File: config.mk
export PLATFORM = sky130hd
export DESIGN_NAME = rng_request_scheduler_flat
export DESIGN_NICKNAME = d
export VERILOG_FILES = /design/src/rtl/rng_request_scheduler_pkg.sv /design/src/rtl/rng_request_scheduler_if.sv /design/src/rtl/rng_request_scheduler_byte_serializer.sv /design/src/rtl/rng_request_scheduler.sv /design/src/flat_wrapper.sv
export SDC_FILE = /design/constraint.sdc
export NUM_CORES = 1
export LEC_CHECK = 0
export CAP_MARGIN = 20
export CORE_AREA = 2 2 162 164
export CTS_CLUSTER_SIZE = 20
export DETAILED_ROUTE_END_ITERATION = 8
export DIE_AREA = 0 0 164 166
export HOLD_SLACK_MARGIN = 0.12
export PLACE_DENSITY = 0.76
export RECOVER_POWER = 100
export SLEW_MARGIN = 20
export SYNTH_ARGS = -nofsm -noshare
export SYNTH_HDL_FRONTEND = slang
export SYNTH_SLANG_ARGS = --single-unit
File: constraint.sdc
create_clock -name clk -period 5.2 [get_ports clk]
set_input_delay 1.04 -clock clk [delete_from_list [all_inputs] [get_ports clk]]
set_output_delay 1.04 -clock clk [all_outputs]
set_load 0.01 [all_outputs]
File: src/rtl/rng_request_scheduler_pkg.sv
// Shared types and defaults for the RNG request scheduler.
//   - sched_state_e : scheduler FSM states
//   - req_kind_e    : RDRAND / RDSEED request kinds
//   - len_decode()  : 2-bit length code -> byte count (2/4/8/16)
//   - *_DEF         : default widths / intervals used by the top and interface
package rng_request_scheduler_pkg;

    localparam int BLOCK_BITS_DEF      = 128;
    localparam int SEED_BITS_DEF       = 256;
    localparam int RESEED_INTERVAL_DEF = 511;
    localparam int CNT_W_DEF           = 9;
    localparam int TIMEOUT_CYC_DEF     = 4096;

    typedef enum logic [3:0] {
        UNINST,
        INST_WAIT,
        IDLE,
        RESEED_WAIT,
        RESEED_DONE,
        GEN_ISSUE,
        GEN_WAIT,
        SEED_WAIT,
        SHIFT
    } sched_state_e;

    typedef enum logic {
        REQ_RDRAND = 1'b0,
        REQ_RDSEED = 1'b1
    } req_kind_e;

    // bytes = 2 << code; the largest value (16) still fits in the 5-bit byte counter
    function automatic logic [4:0] len_decode(input logic [1:0] code);
        return 5'd2 << code;
    endfunction

endpackage

File: src/rtl/rng_request_scheduler_if.sv
// Signal bundle between the scheduler and its neighbours (CPU pins,
// conditioner, drbg_0).
//   master : scheduler side (drives rand_*, busy_o, rdseed_ready_o, drbg_* commands)
//   slave  : environment side (drives requests, seed, DRBG status/data)
interface rng_request_scheduler_if
    import rng_request_scheduler_pkg::*;
#(
    parameter int BLOCK_BITS = BLOCK_BITS_DEF,
    parameter int SEED_BITS  = SEED_BITS_DEF
);
    // CPU pins
    logic                  rand_req;
    logic [2:0]            rand_req_type;
    logic [7:0]            rand_byte;
    logic                  rand_valid;
    logic                  busy_o;
    logic                  rand_err;
    // conditioner
    logic [SEED_BITS-1:0]  seed_i;
    logic                  drbg_seed_valid_i;
    logic                  rdseed_valid_i;
    logic                  rdseed_ready_o;
    // DRBG
    logic                  drbg_instantiate_o;
    logic                  drbg_reseed_o;
    logic                  drbg_generate_o;
    logic [7:0]            drbg_num_blocks_o;
    logic                  drbg_done_i;
    logic                  drbg_block_valid_i;
    logic [BLOCK_BITS-1:0] drbg_block_i;

    modport master (
        input  rand_req, rand_req_type, seed_i, drbg_seed_valid_i, rdseed_valid_i,
               drbg_done_i, drbg_block_valid_i, drbg_block_i,
        output rand_byte, rand_valid, busy_o, rand_err, rdseed_ready_o,
               drbg_instantiate_o, drbg_reseed_o, drbg_generate_o, drbg_num_blocks_o
    );

    modport slave (
        output rand_req, rand_req_type, seed_i, drbg_seed_valid_i, rdseed_valid_i,
               drbg_done_i, drbg_block_valid_i, drbg_block_i,
        input  rand_byte, rand_valid, busy_o, rand_err, rdseed_ready_o,
               drbg_instantiate_o, drbg_reseed_o, drbg_generate_o, drbg_num_blocks_o
    );

endinterface

File: src/rtl/rng_request_scheduler_byte_serializer.sv
// Loads a BLOCK_BITS word and streams n_i bytes out, LSB byte first.
//   clk, rst : clock, async active-high reset
//   load_i   : capture data_i and clear the byte counter
//   data_i   : word to serialize
//   n_i      : number of bytes to emit (1..16)
//   en_i     : streaming enabled (one byte per cycle while bytes remain)
//   valid_o  : byte_o holds a live byte this cycle
//   byte_o   : current byte (0 when not valid)
//   last_o   : the byte on byte_o is the final one
//   empty_o  : all n_i bytes have been emitted
module rng_request_scheduler_byte_serializer #(
    parameter int BLOCK_BITS = 128
) (
    input  logic                  clk,
    input  logic                  rst,
    input  logic                  load_i,
    input  logic [BLOCK_BITS-1:0] data_i,
    input  logic [4:0]            n_i,
    input  logic                  en_i,
    output logic                  valid_o,
    output logic [7:0]            byte_o,
    output logic                  last_o,
    output logic                  empty_o
);

    logic [BLOCK_BITS-1:0] shreg_q, shreg_d;
    logic [4:0]            cnt_q, cnt_d;

    assign valid_o = en_i && (cnt_q < n_i);
    assign byte_o  = valid_o ? shreg_q[7:0] : 8'h00;
    assign last_o  = valid_o && (cnt_q == n_i - 5'd1);
    assign empty_o = (cnt_q >= n_i);

    always_comb begin
        shreg_d = shreg_q;
        cnt_d   = cnt_q;
        if (load_i) begin
            shreg_d = data_i;
            cnt_d   = '0;
        end else if (valid_o) begin
            shreg_d = shreg_q >> 8;
            cnt_d   = cnt_q + 5'd1;
        end
    end

    always_ff @(posedge clk or posedge rst) begin
        if (rst) begin
            shreg_q <= '0;
            cnt_q   <= '0;
        end else begin
            shreg_q <= shreg_d;
            cnt_q   <= cnt_d;
        end
    end

endmodule

File: src/rtl/rng_request_scheduler.sv
// RNG request scheduler: sequences drbg_0 (instantiate / reseed / generate),
// enforces the reseed interval, and serves RDRAND (DRBG block) and RDSEED
// (raw conditioner seed) requests as a byte stream on rand_byte/rand_valid.
// Ports:
//   clk, rst : system clock, async active-high reset
//   bus      : rng_request_scheduler_if.master (CPU pins, conditioner, DRBG)
// Optional build macro RNG_SCHED_TIMEOUT_EN adds a TIMEOUT_CYC watchdog on
// every wait state that pulses rand_err and abandons the request; without it
// rand_err is tied to 0.
module rng_request_scheduler
    import rng_request_scheduler_pkg::*;
#(
    parameter int BLOCK_BITS      = BLOCK_BITS_DEF,
    parameter int SEED_BITS       = SEED_BITS_DEF,
    parameter int RESEED_INTERVAL = RESEED_INTERVAL_DEF,
    parameter int CNT_W           = CNT_W_DEF,
    parameter int TIMEOUT_CYC     = TIMEOUT_CYC_DEF
) (
    input  logic                   clk,
    input  logic                   rst,
    rng_request_scheduler_if.master bus
);

    localparam logic [CNT_W-1:0] RESEED_LIM = CNT_W'(RESEED_INTERVAL);

    sched_state_e     state_q, state_d;
    req_kind_e        kind_q, kind_d;
    logic [4:0]       n_q, n_d;
    logic [CNT_W-1:0] gen_cnt_q, gen_cnt_d;
    logic             done_seen_q, done_seen_d;

    logic             inst_pulse, reseed_pulse, err_pulse;
    logic             timeout;
    logic             ser_load, ser_valid, ser_last, ser_empty;
    logic [BLOCK_BITS-1:0] ser_data;
    logic [7:0]       ser_byte;

    // Seed bits above BLOCK_BITS are never forwarded.
    logic unused_seed_hi;
    assign unused_seed_hi = ^bus.seed_i[SEED_BITS-1:BLOCK_BITS];

`ifdef RNG_SCHED_TIMEOUT_EN
    localparam int WAIT_W = $clog2(TIMEOUT_CYC + 1);

    logic [WAIT_W-1:0] wait_cnt_q, wait_cnt_d;
    logic              in_wait;

    assign in_wait = state_q inside {INST_WAIT, RESEED_WAIT, RESEED_DONE, GEN_WAIT, SEED_WAIT};
    assign timeout = in_wait && (wait_cnt_q == WAIT_W'(TIMEOUT_CYC - 1));

    // Counts consecutive cycles spent in the same wait state; any state
    // change (including a timeout exit) restarts it.
    always_comb begin
        wait_cnt_d = '0;
        if (in_wait && (state_d == state_q))
            wait_cnt_d = wait_cnt_q + 1'b1;
    end

    always_ff @(posedge clk or posedge rst) begin
        if (rst) wait_cnt_q <= '0;
        else     wait_cnt_q <= wait_cnt_d;
    end
`else
    localparam int unused_timeout_cyc = TIMEOUT_CYC;
    assign timeout = 1'b0;
`endif

    always_comb begin
        state_d      = state_q;
        kind_d       = kind_q;
        n_d          = n_q;
        gen_cnt_d    = gen_cnt_q;
        done_seen_d  = done_seen_q;
        inst_pulse   = 1'b0;
        reseed_pulse = 1'b0;
        err_pulse    = 1'b0;
        ser_load     = 1'b0;
        ser_data     = bus.drbg_block_i;

        case (state_q)
            UNINST: begin
                if (bus.drbg_seed_valid_i) begin
                    inst_pulse = 1'b1;
                    state_d    = INST_WAIT;
                end
            end
            INST_WAIT: begin
                if (bus.drbg_done_i) begin
                    gen_cnt_d = '0;
                    state_d   = IDLE;
                end
            end
            IDLE: begin
                if (bus.rand_req) begin
                    kind_d      = req_kind_e'(bus.rand_req_type[2]);
                    n_d         = len_decode(bus.rand_req_type[1:0]);
                    done_seen_d = 1'b0;
                    if (kind_d == REQ_RDSEED)
                        state_d = SEED_WAIT;
                    else if (gen_cnt_q == RESEED_LIM)
                        state_d = RESEED_WAIT;
                    else
                        state_d = GEN_ISSUE;
                end
            end
            RESEED_WAIT: begin
                if (bus.drbg_seed_valid_i) begin
                    reseed_pulse = 1'b1;
                    state_d      = RESEED_DONE;
                end
            end
            RESEED_DONE: begin
                if (bus.drbg_done_i) begin
                    gen_cnt_d = '0;
                    state_d   = GEN_ISSUE;
                end
            end
            GEN_ISSUE: begin
                if (gen_cnt_q != RESEED_LIM)
                    gen_cnt_d = gen_cnt_q + 1'b1;
                done_seen_d = 1'b0;
                state_d     = GEN_WAIT;
            end
            GEN_WAIT: begin
                // The DRBG may finish before, with, or after the data beat;
                // remember it so SHIFT knows when the command has closed.
                if (bus.drbg_done_i)
                    done_seen_d = 1'b1;
                if (bus.drbg_block_valid_i) begin
                    ser_load = 1'b1;
                    state_d  = SHIFT;
                end
            end
            SEED_WAIT: begin
                // rdseed_ready_o is high throughout this state
                if (bus.rdseed_valid_i) begin
                    ser_load = 1'b1;
                    ser_data = bus.seed_i[BLOCK_BITS-1:0];
                    state_d  = SHIFT;
                end
            end
            SHIFT: begin
                if (bus.drbg_done_i)
                    done_seen_d = 1'b1;
                if ((ser_last || ser_empty) &&
                    (kind_q == REQ_RDSEED || done_seen_q || bus.drbg_done_i))
                    state_d = IDLE;
            end
            default: state_d = UNINST;
        endcase

        // Watchdog only fires when the wait state made no progress this cycle.
        if (timeout && (state_d == state_q)) begin
            err_pulse = 1'b1;
            state_d   = (state_q == INST_WAIT) ? UNINST : IDLE;
        end
    end

    always_ff @(posedge clk or posedge rst) begin
        if (rst) begin
            state_q     <= UNINST;
            kind_q      <= REQ_RDRAND;
            n_q         <= '0;
            gen_cnt_q   <= '0;
            done_seen_q <= 1'b0;
        end else begin
            state_q     <= state_d;
            kind_q      <= kind_d;
            n_q         <= n_d;
            gen_cnt_q   <= gen_cnt_d;
            done_seen_q <= done_seen_d;
        end
    end

    rng_request_scheduler_byte_serializer #(
        .BLOCK_BITS (BLOCK_BITS)
    ) u_ser (
        .clk     (clk),
        .rst     (rst),
        .load_i  (ser_load),
        .data_i  (ser_data),
        .n_i     (n_q),
        .en_i    (state_q == SHIFT),
        .valid_o (ser_valid),
        .byte_o  (ser_byte),
        .last_o  (ser_last),
        .empty_o (ser_empty)
    );

    assign bus.rand_valid         = ser_valid;
    assign bus.rand_byte          = ser_byte;
    assign bus.busy_o             = (state_q != IDLE);
    assign bus.rand_err           = err_pulse;
    assign bus.rdseed_ready_o     = (state_q == SEED_WAIT);
    // The instantiate pulse reacts combinationally to seed_valid in UNINST,
    // which is also the reset state; keep it quiet while reset is held.
    assign bus.drbg_instantiate_o = inst_pulse & ~rst;
    assign bus.drbg_reseed_o      = reseed_pulse;
    assign bus.drbg_generate_o    = (state_q == GEN_ISSUE);
    assign bus.drbg_num_blocks_o  = (state_q == GEN_ISSUE) ? 8'd1 : 8'd0;

endmodule

File: src/flat_wrapper.sv
// flat-port wrapper written by rule: the top's interface ports become plain ports
module rng_request_scheduler_flat import rng_request_scheduler_pkg::*;
#(
    parameter int BLOCK_BITS      = BLOCK_BITS_DEF,
    parameter int SEED_BITS       = SEED_BITS_DEF,
    parameter int RESEED_INTERVAL = RESEED_INTERVAL_DEF,
    parameter int CNT_W           = CNT_W_DEF,
    parameter int TIMEOUT_CYC     = TIMEOUT_CYC_DEF
)
  (clk, rst, bus_rand_req, bus_rand_req_type, bus_seed_i, bus_drbg_seed_valid_i, bus_rdseed_valid_i, bus_drbg_done_i, bus_drbg_block_valid_i, bus_drbg_block_i, bus_rand_byte, bus_rand_valid, bus_busy_o, bus_rand_err, bus_rdseed_ready_o, bus_drbg_instantiate_o, bus_drbg_reseed_o, bus_drbg_generate_o, bus_drbg_num_blocks_o);
  rng_request_scheduler_if #(.BLOCK_BITS(BLOCK_BITS), .SEED_BITS(SEED_BITS)) bus_i ();
  input  logic clk;
  input  logic rst;
  input wire logic [$bits(bus_i.rand_req)-1:0] bus_rand_req;
  input wire logic [$bits(bus_i.rand_req_type)-1:0] bus_rand_req_type;
  input wire logic [$bits(bus_i.seed_i)-1:0] bus_seed_i;
  input wire logic [$bits(bus_i.drbg_seed_valid_i)-1:0] bus_drbg_seed_valid_i;
  input wire logic [$bits(bus_i.rdseed_valid_i)-1:0] bus_rdseed_valid_i;
  input wire logic [$bits(bus_i.drbg_done_i)-1:0] bus_drbg_done_i;
  input wire logic [$bits(bus_i.drbg_block_valid_i)-1:0] bus_drbg_block_valid_i;
  input wire logic [$bits(bus_i.drbg_block_i)-1:0] bus_drbg_block_i;
  output wire logic [$bits(bus_i.rand_byte)-1:0] bus_rand_byte;
  output wire logic [$bits(bus_i.rand_valid)-1:0] bus_rand_valid;
  output wire logic [$bits(bus_i.busy_o)-1:0] bus_busy_o;
  output wire logic [$bits(bus_i.rand_err)-1:0] bus_rand_err;
  output wire logic [$bits(bus_i.rdseed_ready_o)-1:0] bus_rdseed_ready_o;
  output wire logic [$bits(bus_i.drbg_instantiate_o)-1:0] bus_drbg_instantiate_o;
  output wire logic [$bits(bus_i.drbg_reseed_o)-1:0] bus_drbg_reseed_o;
  output wire logic [$bits(bus_i.drbg_generate_o)-1:0] bus_drbg_generate_o;
  output wire logic [$bits(bus_i.drbg_num_blocks_o)-1:0] bus_drbg_num_blocks_o;
  assign bus_i.rand_req = bus_rand_req;
  assign bus_i.rand_req_type = bus_rand_req_type;
  assign bus_i.seed_i = bus_seed_i;
  assign bus_i.drbg_seed_valid_i = bus_drbg_seed_valid_i;
  assign bus_i.rdseed_valid_i = bus_rdseed_valid_i;
  assign bus_i.drbg_done_i = bus_drbg_done_i;
  assign bus_i.drbg_block_valid_i = bus_drbg_block_valid_i;
  assign bus_i.drbg_block_i = bus_drbg_block_i;
  assign bus_rand_byte = bus_i.rand_byte;
  assign bus_rand_valid = bus_i.rand_valid;
  assign bus_busy_o = bus_i.busy_o;
  assign bus_rand_err = bus_i.rand_err;
  assign bus_rdseed_ready_o = bus_i.rdseed_ready_o;
  assign bus_drbg_instantiate_o = bus_i.drbg_instantiate_o;
  assign bus_drbg_reseed_o = bus_i.drbg_reseed_o;
  assign bus_drbg_generate_o = bus_i.drbg_generate_o;
  assign bus_drbg_num_blocks_o = bus_i.drbg_num_blocks_o;
  rng_request_scheduler #(.BLOCK_BITS(BLOCK_BITS), .SEED_BITS(SEED_BITS), .RESEED_INTERVAL(RESEED_INTERVAL), .CNT_W(CNT_W), .TIMEOUT_CYC(TIMEOUT_CYC)) u_core (.clk(clk), .rst(rst), .bus(bus_i));
endmodule
==> impl_metrics.py <==
metrics = {
    "power_and_ir_drop": {
        "leakage_nw": 4.265,
        "p_per_area_nw_per_um2": 451.8,
        "peakVddDrop_mv": 0.2469,
    },
    "worst_setup_path": {
        "crit_type": "in2reg",
        "cp.required_ns": 5.45,
        "worstSetupEndpointType": "register",
        "critPathMaxFanout": 49,
        "crit_path_start_kind": "input pin",
        "crit_arrival_ns": 4.77,
    },
    "detailed_routing": {
        "drtIter0Drc": 428,
        "drc": 0,
        "antenna_left": 0,
        "drt-vias-per-instance": 5.183,
        "dr.pass1.iters": 5,
        "vias": 7038,
        "wl_per_cell_um": 17.37,
        "drt-total-wl_um": 23580,
    },
    "job": {
        "maxCapViolCount": 6,
    },
    "timing": {
        "maxSlewViolCount": 336,
        "grt_setup_unrepaired": "no",
        "tns_ns": 0,
        "min_period_ns": 4.525,
        "fmax_mhz": 221.0,
        "setup_viol": 0,
        "skew_ns": 0.01189,
        "worst_pin_slew_ns": 3.123,
        "min_period_over_period": 0.8702,
        "finalWorstSetupSlack_ns": 0.6748,
        "finalHoldViolCount": 0,
        "maxSlewHeadroom": -1.094,
    },
    "min_path": {
        "hold_path.class": "reg2reg",
    },
    "floorplan": {
        "fp.dieH_um": 166,
        "coreArea_um2": 25620,
        "die_area_um2": 27220,
        "start_util": 0.3143,
        "io-pin-count": 417,
        "rows": 59,
        "die_w_um": 164,
    },
    "global_route": {
        "grt_start_max_net_pins": 84,
        "grt_pass1_wl_um": 37180,
        "gr-usage-all-layers": 0.1738,
        "grt_overflow": 0,
        "antenna_found_initial": 2,
        "grt_pass1_vias": 7099,
    },
    "clock_network": {
        "cts_resized": 0,
        "worstSkewPairLatency_ns": 0.42,
        "cts_hold_buf": 0,
        "clockRootBuffer": "clkbuf_16",
        "postCtsSetupRepairBufs": 0,
        "cts_sinks": 152,
        "clk_pin_slew_worst_paths_ns": 0.07,
        "clockBufferDepth": 2,
        "ctsHtreeMaxLevel": 4,
        "cts-buffers-inserted": 17,
        "cts_tree": "yes",
    },
    "logic_synthesis": {
        "synth_seq_cells": 152,
        "synth_top_family_by_area": "compound AO/OA/AOI/OAI gates",
        "ys_types": 52,
        "synth-edff-count": 0,
        "synth_area_per_cell_um2": 10.45,
        "synth_commonest_cells": "152 x dfrtp_1, 130 x mux2i_1, 123 x a21oi_1",
        "async_flop_share": 1.000,
        "yosysMostFrequentCell": "dfrtp_1",
        "yosys.area_share.simple": 0.05999,
        "ys.flop_type": "dfrtp_1",
        "synthMuxAreaShare": 0.1691,
        "yosysSeqAreaShare": 0.4725,
        "yosysWarnings": 0,
        "synth_xor_area_frac": 0.01523,
        "yosys-top-cells-area": "dfrtp_1 47%, mux2i_1 16%, o22ai_1 9.2%",
        "syn_inst": 770,
        "netlist.area_leader.share": 0.4725,
        "synth_compound_area_frac": 0.2021,
        "synth_top_cell_by_area": "dfrtp_1",
        "synth_fa_ha_area_frac": 0.01243,
        "synthesis.area_um2": 8050,
    },
    "finish": {
        "final_area_um2": 11480,
        "drive_gt1_frac": 0.04501,
        "nets": 1411,
        "syn_to_final_growth_pct": 42.56,
    },
    "placement": {
        "placed_area_um2": 10930,
        "dp_hpwl_um": 17010,
        "gp_congestion": 0.7729,
        "port_buffers": 280,
        "pre_cts_slack_ns": 1.284,
    },
    "status": {
        "status": "complete, but fails checks",
        "failed_checks": "capacitance limit, slew limit",
    },
}
-- worst max-delay path: stages --
cell	delay, ns
clkdlybuf4s50_1	0.48
and4_2	1.31
clkbuf_1	1.44
mux2i_1	0.35
a21oi_1	0.11
-- report_power, final --
part | switching (mW) | internal [mW] | total [mW]
Combinational | 0.917 | 0.817 | 1.73
Sequential | 0.447 | 1.74 | 2.19
Clock | 0.569 | 0.691 | 1.26
Total | 1.93 | 3.25 | 5.19
-- cells in the final DEF (no fill, tap or decap), drive strengths merged, types with 2 or more instances in the layout --
cell type,Yosys,routed
clkdlybuf4s50,0,261
dfrtp,152,152
mux2i,130,130
a21oi,123,123
o22ai,119,119
clkbuf,24,22
nand2,21,21
o21ai,20,20
dlygate4sd3,0,19
nand3,17,17
inv,10,17
nor2,16,16
and3,10,10
xnor2,9,9
ha,8,8
conb,1,8
xor2,5,5
mux2,5,5
nor3,4,4
o31ai,4,4
nand2b,4,4
clkinv,0,4
nand3b,3,3
nor2b,3,3
a211oi,3,3
nand4,3,3
a21o,3,3
clkinvlp,0,3
buf,52,3
a2111oi,2,2
or4,2,2
and2,2,2
-- cells by family (layout without fill, tap and decap cells) --
family,Yosys count,in the layout
AND/OR/NAND/NOR,92,92
buffers and inverters,86,331
multiplexers,135,135
adder cells (fa/ha/maj),8,8
flip-flops,152,152
AO/OA/AOI/OAI,282,282
XOR/XNOR,14,14
other,1,9
-- layout make-up --
type,count,area (um^2)
clock buffer,17,425.4
inverter,10,38.79
tap,335,419.2
fill,2470,14140
multi-input combinational,539,3720
sequential,152,3804
antenna,1,2.502
timing repair buffer,289,2884
clock inverter,15,182.7
-- metrics by stage --
step           std cells  hold slack, ns    util  power [mW]
6_report            1358          0.4941  0.4480       5.185
5_1_grt             1357          0.5050  0.4479       5.566
4_1_cts             1357          0.5014  0.4503       5.246
3_5_place_dp        1325          0.4854  0.4266       3.953
3_3_place_gp        1325          0.4770  0.4266       3.862
2_1_floorplan        777          0.4541       -       3.353
-- routing by layer --
metal | track usage | part of all wire | up-vias
li1 | - | - | 3377
met1 | 0.2220 | 0.42 | 3401
met2 | 0.2961 | 0.50 | 238
met3 | 0.04196 | 0.061 | 20
met4 | 0.04081 | 0.013 | 2
met5 | 0 | 0.00068 | -
-- path summary, 6_finish.rpt --
check / startpoint / endpoint / slack (ns) / cells past startpoint
setup / recovery: bus_rdseed_valid_i / u_core.u_ser.shreg_q[118] / 0.67 / 5
hold / removal: u_core.u_ser.shreg_q[71] / u_core.u_ser.shreg_q[71] / 0.49 / 1
setup reg to reg: u_core.state_q[0] / u_core.u_ser.shreg_q[118] / 0.91 / 4
hold reg to reg: u_core.u_ser.shreg_q[71] / u_core.u_ser.shreg_q[71] / 0.49 / 1
max in group asynchronous: rst / u_core.u_ser.shreg_q[68] / 1.78 / 2
min in group asynchronous: rst / u_core.state_q[2] / 2.00 / 2
-- flip-flops by register name (all words and copies together), names as in the netlist --
| register | flops |
|---|---|
| u_core.kind_q | 1 |
| u_core.gen_cnt_q | 9 |
| u_core.u_ser.shreg_q | 128 |
| u_core.state_q | 4 |
| u_core.n_q | 4 |
| u_core.u_ser.cnt_q | 5 |
| u_core.done_seen_q | 1 |
Note: power is estimated with default switching activity, not from simulation.
